## src/rtl/trail_pkg.sv

```systemverilog
// Shared trail-pixel types: blend modes, packed {y, cb, cr} pixel, widths.
// Used by the blend pipeline and the frame-buffer side.
package trail_pkg;

  localparam int Y_W   = 4;
  localparam int CB_W  = 2;
  localparam int CR_W  = 2;
  localparam int PIX_W = Y_W + CB_W + CR_W;

  typedef enum logic [1:0] {
    PASS   = 2'd0,
    THRESH = 2'd1,
    MAX    = 2'd2
  } trail_mode_t;

  typedef struct packed {
    logic [Y_W-1:0]  y;
    logic [CB_W-1:0] cb;
    logic [CR_W-1:0] cr;
  } pixel_t;

endpackage

```

## src/rtl/trail_luma_decay.sv

```systemverilog
// Combinational luma decay: dec_y = y - max(y >> shift, 1); shift 0 freezes.
// Ports: y_in, shift_in -> dec_y_out.
module trail_luma_decay #(
  parameter int Y_BITS  = 4,
  parameter int SH_BITS = $clog2(Y_BITS + 1)
) (
  input  logic [Y_BITS-1:0]  y_in,
  input  logic [SH_BITS-1:0] shift_in,
  output logic [Y_BITS-1:0]  dec_y_out
);

  logic [Y_BITS-1:0] d;

  always_comb begin
    d = y_in >> shift_in;
    if (shift_in == '0) begin
      d = '0;
    end else if (y_in != '0 && d == '0) begin
      // minimum step of 1 so trails always reach zero
      d = Y_BITS'(1);
    end
    dec_y_out = y_in - d;
  end

endmodule

```

## src/rtl/trail_blend_pipe.sv

```systemverilog
// Two-stage trail blend: camera + history pixel -> new history pixel.
// Ports: valid/ready in+out, frame_start, pixels, frame-latched mode/decay/threshold.
module trail_blend_pipe
  import trail_pkg::*;
#(
  parameter int          Y_BITS        = Y_W,
  parameter int          CB_BITS       = CB_W,
  parameter int          CR_BITS       = CR_W,
  parameter int          COLOR_DEPTH   = PIX_W,
  parameter int          THRESHOLD     = 11,
  parameter int          DECAY_DEFAULT = 2,
  parameter trail_mode_t MODE_DEFAULT  = THRESH,
  parameter int          FLOOR_Y       = 1
) (
  input  logic                         clk_in,
  input  logic                         rst_in,
  input  logic                         valid_in,
  output logic                         ready_out,
  input  logic                         frame_start_in,
  input  logic [COLOR_DEPTH-1:0]       history_in,
  input  logic [COLOR_DEPTH-1:0]       camera_in,
  input  logic [1:0]                   mode_in,
  input  logic [$clog2(Y_BITS+1)-1:0]  decay_shift_in,
  input  logic [Y_BITS-1:0]            threshold_in,
  output logic                         valid_out,
  input  logic                         ready_in,
  output logic                         frame_start_out,
  output logic [COLOR_DEPTH-1:0]       update_out
);

  localparam int SH_BITS = $clog2(Y_BITS + 1);
  localparam int C_BITS  = CB_BITS + CR_BITS;
  localparam logic [SH_BITS-1:0] DECAY_RST = SH_BITS'(DECAY_DEFAULT);
  localparam logic [Y_BITS-1:0]  THR_RST   = Y_BITS'(THRESHOLD);
  localparam logic [Y_BITS-1:0]  FLOOR_V   = Y_BITS'(FLOOR_Y);

  if (COLOR_DEPTH != Y_BITS + CB_BITS + CR_BITS) begin : g_bad_width
    $error("COLOR_DEPTH must equal Y_BITS+CB_BITS+CR_BITS");
  end

  typedef struct packed {
    logic               valid;
    logic               fs;
    logic [1:0]         mode;
    logic [COLOR_DEPTH-1:0] cam;
    logic [C_BITS-1:0]  hist_c;
    logic [Y_BITS-1:0]  dec_y;
    logic               ge_thr;
    logic               ge_dec;
  } s1_t;

  typedef struct packed {
    logic                   valid;
    logic                   fs;
    logic [COLOR_DEPTH-1:0] pix;
  } s2_t;

  logic [1:0]         mode_q, mode_d;
  logic [SH_BITS-1:0] shift_q, shift_d;
  logic [Y_BITS-1:0]  thr_q, thr_d;
  s1_t                s1_q, s1_d;
  s2_t                s2_q, s2_d;

  logic               en;
  logic               cfg_load;
  logic [Y_BITS-1:0]  hist_y;
  logic [Y_BITS-1:0]  cam_y;
  logic [Y_BITS-1:0]  dec_y;
  logic [COLOR_DEPTH-1:0] sel;
  logic [Y_BITS-1:0]  sel_y;
  logic               use_floor;

  assign en        = !s2_q.valid || ready_in;
  assign ready_out = en;
  assign cfg_load  = valid_in && en && frame_start_in;

  assign valid_out       = s2_q.valid;
  assign frame_start_out = s2_q.fs;
  assign update_out      = s2_q.pix;

  assign hist_y = history_in[COLOR_DEPTH-1 -: Y_BITS];
  assign cam_y  = camera_in[COLOR_DEPTH-1 -: Y_BITS];

  // _d doubles as the effective config: frame-start beats bypass the regs
  always_comb begin
    mode_d  = mode_q;
    shift_d = shift_q;
    thr_d   = thr_q;
    if (cfg_load) begin
      mode_d  = mode_in;
      shift_d = decay_shift_in;
      thr_d   = threshold_in;
    end
  end

  trail_luma_decay #(
    .Y_BITS  (Y_BITS),
    .SH_BITS (SH_BITS)
  ) u_decay (
    .y_in      (hist_y),
    .shift_in  (shift_d),
    .dec_y_out (dec_y)
  );

  always_comb begin
    s1_d = s1_q;
    if (en) begin
      s1_d.valid  = valid_in;
      s1_d.fs     = valid_in && frame_start_in;
      s1_d.mode   = mode_d;
      s1_d.cam    = camera_in;
      s1_d.hist_c = history_in[C_BITS-1:0];
      s1_d.dec_y  = dec_y;
      s1_d.ge_thr = cam_y >= thr_d;
      s1_d.ge_dec = cam_y >= dec_y;
    end
  end

  always_comb begin
    sel       = s1_q.cam;
    use_floor = 1'b0;
    unique case (1'b1)
      (s1_q.mode == THRESH): begin
        use_floor = 1'b1;
        if (!s1_q.ge_thr) sel = {s1_q.dec_y, s1_q.hist_c};
      end
      (s1_q.mode == MAX): begin
        use_floor = 1'b1;
        if (!s1_q.ge_dec) sel = {s1_q.dec_y, s1_q.hist_c};
      end
      default: ;
    endcase
    sel_y = sel[COLOR_DEPTH-1 -: Y_BITS];
    if (use_floor && sel_y < FLOOR_V) sel = '0;
    s2_d = s2_q;
    if (en) begin
      s2_d.valid = s1_q.valid;
      s2_d.fs    = s1_q.fs;
      s2_d.pix   = sel;
    end
  end

  always_ff @(posedge clk_in or negedge rst_in) begin
    if (!rst_in) begin
      mode_q  <= MODE_DEFAULT;
      shift_q <= DECAY_RST;
      thr_q   <= THR_RST;
      s1_q    <= '0;
      s2_q    <= '0;
    end else begin
      mode_q  <= mode_d;
      shift_q <= shift_d;
      thr_q   <= thr_d;
      s1_q    <= s1_d;
      s2_q    <= s2_d;
    end
  end

endmodule
```

## config.mk

```make
export PLATFORM = sky130hd
export DESIGN_NAME = trail_blend_pipe
export DESIGN_NICKNAME = d
export VERILOG_FILES = /design/src/rtl/trail_pkg.sv /design/src/rtl/trail_luma_decay.sv /design/src/rtl/trail_blend_pipe.sv
export SDC_FILE = /design/constraint.sdc
export NUM_CORES = 1
export LEC_CHECK = 0
export CORE_ASPECT_RATIO = 0.8
export CORE_MARGIN = 5
export CORE_UTILIZATION = 52
export CTS_BUF_LIST = sky130_fd_sc_hd__clkbuf_16
export DETAILED_ROUTE_END_ITERATION = 8
export GPL_ROUTABILITY_DRIVEN = 0
export PLACE_DENSITY = 0.86
export SETUP_SLACK_MARGIN = 0.3
export SKIP_LAST_GASP = 1
export SLEW_MARGIN = 20
export SYNTH_ARGS = -nofsm -noshare
export SYNTH_HDL_FRONTEND = slang
export SYNTH_SLANG_ARGS = --single-unit
```

## constraint.sdc

```tcl
create_clock -name clk_in -period 4.1 [get_ports clk_in]
set_input_delay 0.82 -clock clk_in [delete_from_list [all_inputs] [get_ports clk_in]]
set_output_delay 0.82 -clock clk_in [all_outputs]
set_load 0.02 [all_outputs]
```

; Yosys cells after proc, flatten, opt, wreduce, memory -nomap -nowiden
; Index checks and enable logic that the tools add are counted.
[word_totals]
ff_bits = 41
output_inout_bits = 11
elab_cells = 42
[op_classes]
addsub = 1
order_cmp = 3
n_eq_ne = 2
shift = 1
n_mux = 10
reduce_logical = 11
[ops]
columns = operator, count
row1 = $mux W8, 3
row2 = $pmux W8 S2, 1
row3 = $mux W4, 3
row4 = $ge A4 B4 Y1, 2
row5 = $logic_and A1 B1 Y1, 5
row6 = $logic_not A4 Y1, 1
row7 = $lt A4 B1 Y1 const B, 1
row8 = $reduce_bool A4 Y1, 1
row9 = $shr A4 B3 Y4, 1
row10 = $sub A4 B4 Y4, 1
row11 = $logic_not A3 Y1, 1
row12 = $mux W3, 1
row13 = $eq A2 B1 Y1 const B, 1
row14 = $eq A2 B2 Y1 const B, 1
row15 = $mux W2, 1
row16 = $reduce_or A2 Y1, 1
row17 = $logic_not A1 Y1, 1
row18 = $logic_or A1 B1 Y1, 1
row19 = $mux W1, 1

; Depth between registers and ports, before layout
[logic_depth]
depth_word = 12
depth_mapped = 16
ltp_nobuf = 15

; Cells and area by module
; From an unflattened synthesis, not the netlist that was laid out.
[unflattened]
cells_unflattened = 222
hier_area_um2 = 2179.6
[modules_own_cells]
columns = mod, n_inst, cells_per_inst, area_each_um2, seq_area_each_um2
row1 = trail_blend_pipe, 1, 196, 1981.9, 1032.2
row2 = trail_luma_decay, 1, 26, 197.7, 0.0

; Least setup slack after synthesis
; OpenSTA, ideal clock, no wires.
[synth_path]
path_type = input to register
startpoint = input ready_in
endpoint = register s1_q[0] in the netlist's numbering
t_arrival_ns = 3.169
path_slack_ns = 0.806
cell_stages = 16
path_buffers = 2
cell_sequence = nor2b_4 -> buf_6 -> nor2_4 -> buf_6 -> a311oi_2 -> nor2_1 -> o311ai_1 -> ha_1 -> inv_1 -> fa_1 -> inv_1 -> ha_1 -> a21oi_1 -> nor2b_1 -> o21ai_0 -> a21oi_1
[synth_between]
elab_chain_cells = 11
[synth_rtl]
columns = item, line_no
row1 = start: declaration, trail_blend_pipe.sv:26  ; input logic ready_in,
row2 = $logic_or A1 B1 Y1 *, trail_blend_pipe.sv:73  ; assign en = !s2_q.valid || ready_in;
row3 = $logic_and A1 B1 Y1 * (2 in a row), trail_blend_pipe.sv:75  ; assign cfg_load = valid_in && en && frame_start_in;
row4 = $mux W3 *, trail_blend_pipe.sv:89  ; if (cfg_load) begin
row5 = $shr A4 B3 Y4, trail_luma_decay.sv:15  ; d = y_in >> shift_in;
row6 = $logic_not A4 Y1, trail_luma_decay.sv:18  ; end else if (y_in != '0 && d == '0) begin
row7 = $logic_and A1 B1 Y1, trail_luma_decay.sv:18
row8 = $mux W4, trail_luma_decay.sv:18
row9 = $mux W4 *, trail_luma_decay.sv:16  ; if (shift_in == '0) begin
row10 = $sub A4 B4 Y4 *, trail_luma_decay.sv:22  ; dec_y_out = y_in - d;
row11 = net dec_y[1], trail_blend_pipe.sv:68  ; logic [Y_BITS-1:0] dec_y;
row12 = $ge A4 B4 Y1 *, trail_blend_pipe.sv:115  ; s1_d.ge_dec = cam_y >= dec_y;
row13 = end signal: assignment, trail_blend_pipe.sv:148  ; s1_q <= '0;
row14 = end signal: assignment, trail_blend_pipe.sv:154  ; s1_q <= s1_d;
row15 = end: declaration, trail_blend_pipe.sv:61  ; s1_t s1_q, s1_d;
; Mark *: on every way through the listed nets, which the timed path passes. The rest lies on a longest branch.
; A chain may end at the register's enable or synchronous reset.

; Worst setup path after layout
; Same ends and word-level chain as after synthesis.

==> impl_metrics.tcl <==
set metrics [dict create \
    outcome "complete, no violations" \
    placeableCoreArea_um2 4130 \
    rsz0062_at_grt "false" \
    yosys.area.top_type "dfrtp_1" \
    grt_max_degree 42 \
    ant_nets 0 \
    grt_overflow 0 \
    h-tree-depth 2 \
    fmax_mhz 267 \
    fin_tns_setup_ns 0 \
    slew_viol_final 0 \
    fin_skew_ns 0.00268 \
    synth_nets 264 \
    yosys_most_used_dff "dfrtp_1" \
    hold_ws_ns 0.465 \
    period_share_pct 91.2 \
    holdBufCountCts 0 \
    yosysMostFrequentCell "nand2_1" \
    grt_pass1_vias 1799 \
    yosys_warnings 0 \
    r2r_end "s1_q[0]" \
    worstPathRequired_ns 4.27 \
    crit_arrival_ns 3.91 \
    post-dp-hpwl_um 3530 \
    setup_viol 0 \
    drt_iter0_markers 120 \
    via_count 1771 \
    crit_fanout 4 \
    first_pass_iters 4 \
    start_kind "primary input" \
    power_leakage_nw 1.31 \
    path_delay_family "adder cells" \
    crit_type "in -> reg" \
    synth_edf_count 0 \
    hp-start "s1_q[13]" \
    cts_root_buf "clkbuf_16" \
    hp-class "reg -> reg" \
    grt_antenna_before_repair 0 \
    cp_slowest_cell "clkdlybuf4s50_1" \
    crit_path_end_kind "flop" \
    cts_tree "yes" \
    area_delta_synth_final_pct 29.5 \
    synthTopCellsByCount "48 x nand2_1, 36 x dfrtp_1, 16 x nor2_1, 13 x ha_1, 12 x inv_1" \
    cts_buffer_depth 2 \
    cpPeakStageDelay_ns 0.50 \
    synthArstFlopShare_pct 100 \
    ys_seq_elements 41 \
    reg2reg_depth 15 \
    drc 0 \
    start_util_pct 52.8 \
    worst_hold_path.endpoint "s1_q[13]" \
    via_per_inst 5.48 \
    wl_per_cell_um 15.5 \
    hold_viol_final 0 \
    drt-total-wl_um 5000 \
    fin_crit_ns 3.74 \
    nFillCells 318 \
    maxCapViolCount 0 \
    final_layout_size_suffix_gt1_share_pct 14.7 \
    clk_pin_slew_worst_paths_ns 0.06 \
    cp_cell_sequence "clkdlybuf4s50_1 > nor2b_4 > buf_4 > or4_4 > o31ai_4 > a21boi_2 > o311ai_2 > ha_1 > inv_1 > fa_1 > inv_1 > ha_1 > a21oi_2 > nor2b_1 > o21ai_1 > a21oi_1" \
    dp_slack_ns 0.0939 \
    cts_inserted_buffers 5 \
    ir_drop_v 0.000250 \
    grt_usage_pct 19.6 \
    rows 21 \
    netlist_area_um2 2180 \
    rrSetupSlack_ns 0.95 \
    r2r_start "valid_out" \
    netlist.area_leader.share_pct 41.4 \
    die-area_um2 5590 \
    whs_path_depth 2 \
    port_buffers 40 \
    worstSkewPairLatency_ns 0.28 \
    seq_area_frac_synth_pct 47.4 \
    path_buf_inv 4 \
    p_per_area_nw_per_um2 522 \
    cts_sinks 41 \
    place_area_um2 2630 \
    synth_area_leaders "dfrtp_1 41%, nand2_1 8.3%, ha_1 7.5%, dfstp_2 6.0%, a22o_1 3.2%" \
    grt_pass1_wl_um 8070 \
    die_h_um 67.9 \
    slew_headroom_pct 39.4 \
    die_width_um 82.4 \
    yosys.cell_types.count 42 \
    dp_cells 312 \
    worst_pin_slew_ns 0.908 \
    syn-instance-count 220 \
    antenna_cells 0 \
    worst_slack_ns 0.359 \
    fin_area_um2 2820 \
    nNetsFinal 309 \
    synth.avg_cell_area_um2 9.90 \
    pin_count 41 \
    stdcell_count 323 \
]
registers in the layout, summed over array words and instances (netlist names):
| name | flops |
|---|---|
| valid_out | 1 |
| thr_q | 4 |
| mode_q | 2 |
| s1_q | 22 |
| frame_start_out | 1 |
| update_out | 8 |
| shift_q | 3 |
layer usage:
| layer | part of all wire (%) | vias to the layer above | GRT usage (%) |
|---|---|---|---|
| met5 | 0 | - | 0 |
| met4 | 2.0 | 0 | 8.92 |
| met3 | 4.7 | 11 | 4.74 |
| met2 | 48 | 47 | 31.4 |
| met1 | 45 | 869 | 25.2 |
| li1 | - | 844 | - |
through the flow:
stage               utilization [%]  power (W)
floorplan                         -   0.000887
finish                         68.4    0.00147
global route                   68.4    0.00156
detailed placement             63.7    0.00108
global placement               63.7    0.00106
CTS                            67.1    0.00146
cell usage in the layout (no fill, tap or decap), types with 2 or more instances in the layout:
master	n
nand2_1	47
clkdlybuf4s50_1	39
dfrtp_1	36
nor2_1	16
inv_1	14
ha_1	13
a21oi_1	10
nand2b_1	9
a22o_1	8
buf_4	8
mux2_2	5
clkbuf_16	5
dfstp_2	5
o21ai_0	4
mux2i_1	4
a221oi_1	4
nand3_1	3
a22oi_1	2
or4_1	2
a21o_1	2
a21oi_2	2
nor2b_1	2
report_power, final:
part           total (W)  switching [W]  leakage (nW)  internal (W)
Sequential      0.000577      0.0000669         0.485      0.000510
Clock           0.000372       0.000152        0.0762      0.000220
Combinational   0.000526       0.000271         0.751      0.000254
worst register-to-register path, cell delays in order (launching register included):
cell	delay, ns
dfrtp_1	0.37
nor2b_4	0.15
buf_4	0.15
or4_4	0.49
o31ai_4	0.11
a21boi_2	0.25
o311ai_2	0.12
ha_1	0.19
inv_1	0.08
fa_1	0.41
inv_1	0.08
ha_1	0.25
a21oi_2	0.15
nor2b_1	0.06
o21ai_1	0.11
a21oi_1	0.07
worst max-delay path by stage:
stage	slack, ns	cells past startpoint	from	endpoint
2_1_floorplan	0.81	16	ready_in	s1_q[0]
3_3_place_gp	0.22	15	ready_in	s1_q[0]
3_5_place_dp	0.09	15	ready_in	s1_q[0]
4_1_cts	0.36	15	ready_in	s1_q[0]
5_1_grt	0.25	16	ready_in	s1_q[0]
6_report	0.36	16	ready_in	s1_q[0]
cell type report:
| class | count | area (um2) | area share, % |
|---|---|---|---|
| Multi-Input combinational cell | 156 | 1080 | 38.1 |
| Sequential cell | 41 | 1030 | 36.6 |
| Timing Repair Buffer | 48 | 455 | 16.1 |
| Clock buffer | 5 | 125 | 4.43 |
| Tap cell | 57 | 71.3 | 2.53 |
| Inverter | 13 | 48.8 | 1.73 |
| Clock inverter | 3 | 12.5 | 0.443 |
cell families (layout without fill, tap and decap cells):
group / Yosys count / after routing / synth area share, %
AOI/OAI and AO/OA: 43 / 43 / 15.0
adders and majority gates: 14 / 14 / 8.39
and+or+nand+nor: 86 / 86 / 18.3
muxes: 11 / 11 / 5.40
DFF: 41 / 41 / 47.4
buffers and inverters: 23 / 69 / 4.71
xor gates and xnor gates: 2 / 2 / 0.804
timing repair:
item                       4_1_cts  5_1_grt
resized for setup                0        8
setup buffers                    0        3
setup endpoints to repair        0        1
Power figures use the tool's default switching activity.
==> patch: new RTL, same settings <==
Set the package constant `CR_W` to 4 (it was 2).
--- a/src/rtl/trail_pkg.sv
+++ b/src/rtl/trail_pkg.sv
@@ -4,7 +4,7 @@
 
   localparam int Y_W   = 4;
   localparam int CB_W  = 2;
-  localparam int CR_W  = 2;
+  localparam int CR_W  = 4;
   localparam int PIX_W = Y_W + CB_W + CR_W;
 
   typedef enum logic [1:0] {
Interface: changed (resized camera_in, history_in and update_out); port bits go from 41 to 47. The function was not compared with the original's and may differ.
==> patch against the original RTL <==
- die area increased by 11%
- sequential share of layout area is essentially flat
- setup slack gained 0.096 ns
- final area increased by 15%
- sequential cell count grew 6
- power up 18%
- synthesized cell count increased by 15%
- synthesized area increased by 13%
- clock skew shrank 0.00087 ns
- routed wire length is 6.6% higher
- largest cell class unchanged
==> patch: results (changes against the original RTL) <==
<table>
<tr><th>Metric</th><th>Value</th></tr>
<tr><th colspan="2">Global route</th></tr>
<tr><td>First-pass GRT wire length</td><td>8.78 mm (was 8.07 mm)</td></tr>
<tr><td>Overall global routing resource usage</td><td>0.180 (was 0.196)</td></tr>
<tr><td>Via count of the first global-routing pass</td><td>1993 (was 1799)</td></tr>
<tr><td>Maximum number of pins on one net before global-route repair</td><td>48 (was 42)</td></tr>
<tr><th colspan="2">Yosys</th></tr>
<tr><td>Commonest cells in the synthesized netlist</td><td>sky130_fd_sc_hd__nand2_1, sky130_fd_sc_hd__dfrtp_1, sky130_fd_sc_hd__nor2_1 (unchanged)</td></tr>
<tr><td>Post-synthesis sequential area ratio</td><td>0.482 (was 0.474)</td></tr>
<tr><td>Post-synthesis net count</td><td>302 (was 264)</td></tr>
<tr><td>Synth Instances</td><td>254 (was 220)</td></tr>
<tr><th colspan="2">Route</th></tr>
<tr><td>Post-detailed-routing wire length</td><td>5.33 mm (was 5.00 mm)</td></tr>
<tr><td>Total routed wire length on the met1 layer</td><td>2.25 mm (about the same)</td></tr>
<tr><td>Per-cell via count in the routed design</td><td>5.46 (was 5.48)</td></tr>
<tr><td>Sum of met3 wire segment lengths after detailed routing</td><td>373 µm (was 233 µm)</td></tr>
<tr><td>Drt first-iter violations</td><td>137 (was 120)</td></tr>
<tr><td>Routed length per placed instance</td><td>14.5 µm (was 15.5 µm)</td></tr>
<tr><th colspan="2">Place</th></tr>
<tr><td>Setup slack after placement</td><td>-0.0613 ns (was 0.0939 ns)</td></tr>
<tr><td>Number of buffer cells added on primary ports</td><td>46 (was 40)</td></tr>
<tr><td>Final HPWL DP</td><td>3.80 mm (was 3.53 mm)</td></tr>
<tr><th colspan="2">Outcome</th></tr>
<tr><td>Result of the run</td><td>completed (unchanged)</td></tr>
<tr><th colspan="2">STA</th></tr>
<tr><td>Tcrit/Tclk final</td><td>0.889 (was 0.912)</td></tr>
<tr><th colspan="2">Power</th></tr>
<tr><td>Static Leak</td><td>1.49 nW (was 1.31 nW)</td></tr>
<tr><td>Maximum ir drop on the vdd rail</td><td>0.273 mV (was 0.250 mV)</td></tr>
<tr><td>Combinational Power Share</td><td>0.397 (was 0.357)</td></tr>
<tr><td>Clock network power share</td><td>0.215 (was 0.252)</td></tr>
<tr><td>Sw power</td><td>0.586 mW (was 0.490 mW)</td></tr>
<tr><th colspan="2">Finish</th></tr>
<tr><td>Layout cell share with drive strength beyond 1</td><td>0.156 (was 0.147)</td></tr>
<tr><td>FILL cells</td><td>350 (was 318)</td></tr>
</table>
-- patch: cell types whose count changed after synthesis, moves of 2 or more --
| cell | before | now |
|---|---|---|
| sky130_fd_sc_hd__nand2_1 | 48 | 61 |
| sky130_fd_sc_hd__dfrtp_1 | 36 | 42 |
| sky130_fd_sc_hd__a22o_1 | 8 | 12 |
| sky130_fd_sc_hd__mux2_2 | 6 | 10 |
| sky130_fd_sc_hd__o21ai_0 | 5 | 8 |
| sky130_fd_sc_hd__a221oi_1 | 4 | 2 |
| sky130_fd_sc_hd__buf_1 | 1 | 3 |
| sky130_fd_sc_hd__buf_6 | 2 | 0 |
| sky130_fd_sc_hd__inv_1 | 12 | 14 |
-- patch: cell families after synthesis --
| family | synth area share |
|---|---|
| AOI/OAI and AO/OA | 0.156 |
| buffers and inverters | 0.0388 |
| adders and majority gates | 0.0745 |
| xor gates and xnor gates | 0.00714 |
| DFF | 0.482 |
| and+or+nand+nor | 0.176 |
| muxes | 0.0663 |
-- patch: routing by layer --
layer / global-route usage / vias to the layer above
met2: 0.301 / 62
li1: - / 978
met4: 0.0744 / 0
met3: 0.0414 / 14
met5: 0 / -
met1: 0.223 / 949
-- patch: layout make-up --
cell class / count / area [µm²] / share of cell area
Clock inverter: 2 / 8.76 / 0.00271
Timing Repair Buffer: 56 / 539 / 0.167
Multi-Input combinational cell: 183 / 1250 / 0.387
Sequential cell: 47 / 1180 / 0.366
Tap cell: 60 / 75.1 / 0.0232
Inverter: 14 / 52.6 / 0.0162
Clock buffer: 5 / 125 / 0.0387
-- patch: what timing repair did --
item                       in CTS  in global routing
resized for setup               5                 14
pin swaps                       0                  4
buffers inserted                0                  4
gates cloned                    0                  0
hold buffers                    0                  0
setup endpoints to repair       1                  1
-- patch: final timing paths --
path	startpoint	endpoint	cells after the start
max	decay_shift_in[1]	s1_q[0]$_DFFE_PN0N_	13
min	s1_q[25]$_DFFE_PN0N_	s1_q[25]$_DFFE_PN0N_	2
max reg2reg	valid_out$_DFFE_PN0N_	s1_q[0]$_DFFE_PN0N_	14
min reg2reg	s1_q[25]$_DFFE_PN0N_	s1_q[25]$_DFFE_PN0N_	2
max in group asynchronous	rst_in	shift_q[1]$_DFF_PN1_	1
min in group asynchronous	rst_in	s1_q[18]$_DFFE_PN0N_	1
-- patch: metrics by stage --
step / power [mW] / hold slack, ns / cell area [µm²] / setup TNS, ns
global placement: 1.31 / 0.442 / 2990 / 0
finish: 1.74 / 0.465 / 3230 / 0
detailed placement: 1.34 / 0.462 / 2990 / -0.0613
floorplan: 1.09 / 0.430 / 2450 / 0
CTS: 1.73 / 0.475 / 3150 / 0
global route: 1.85 / 0.492 / 3230 / 0
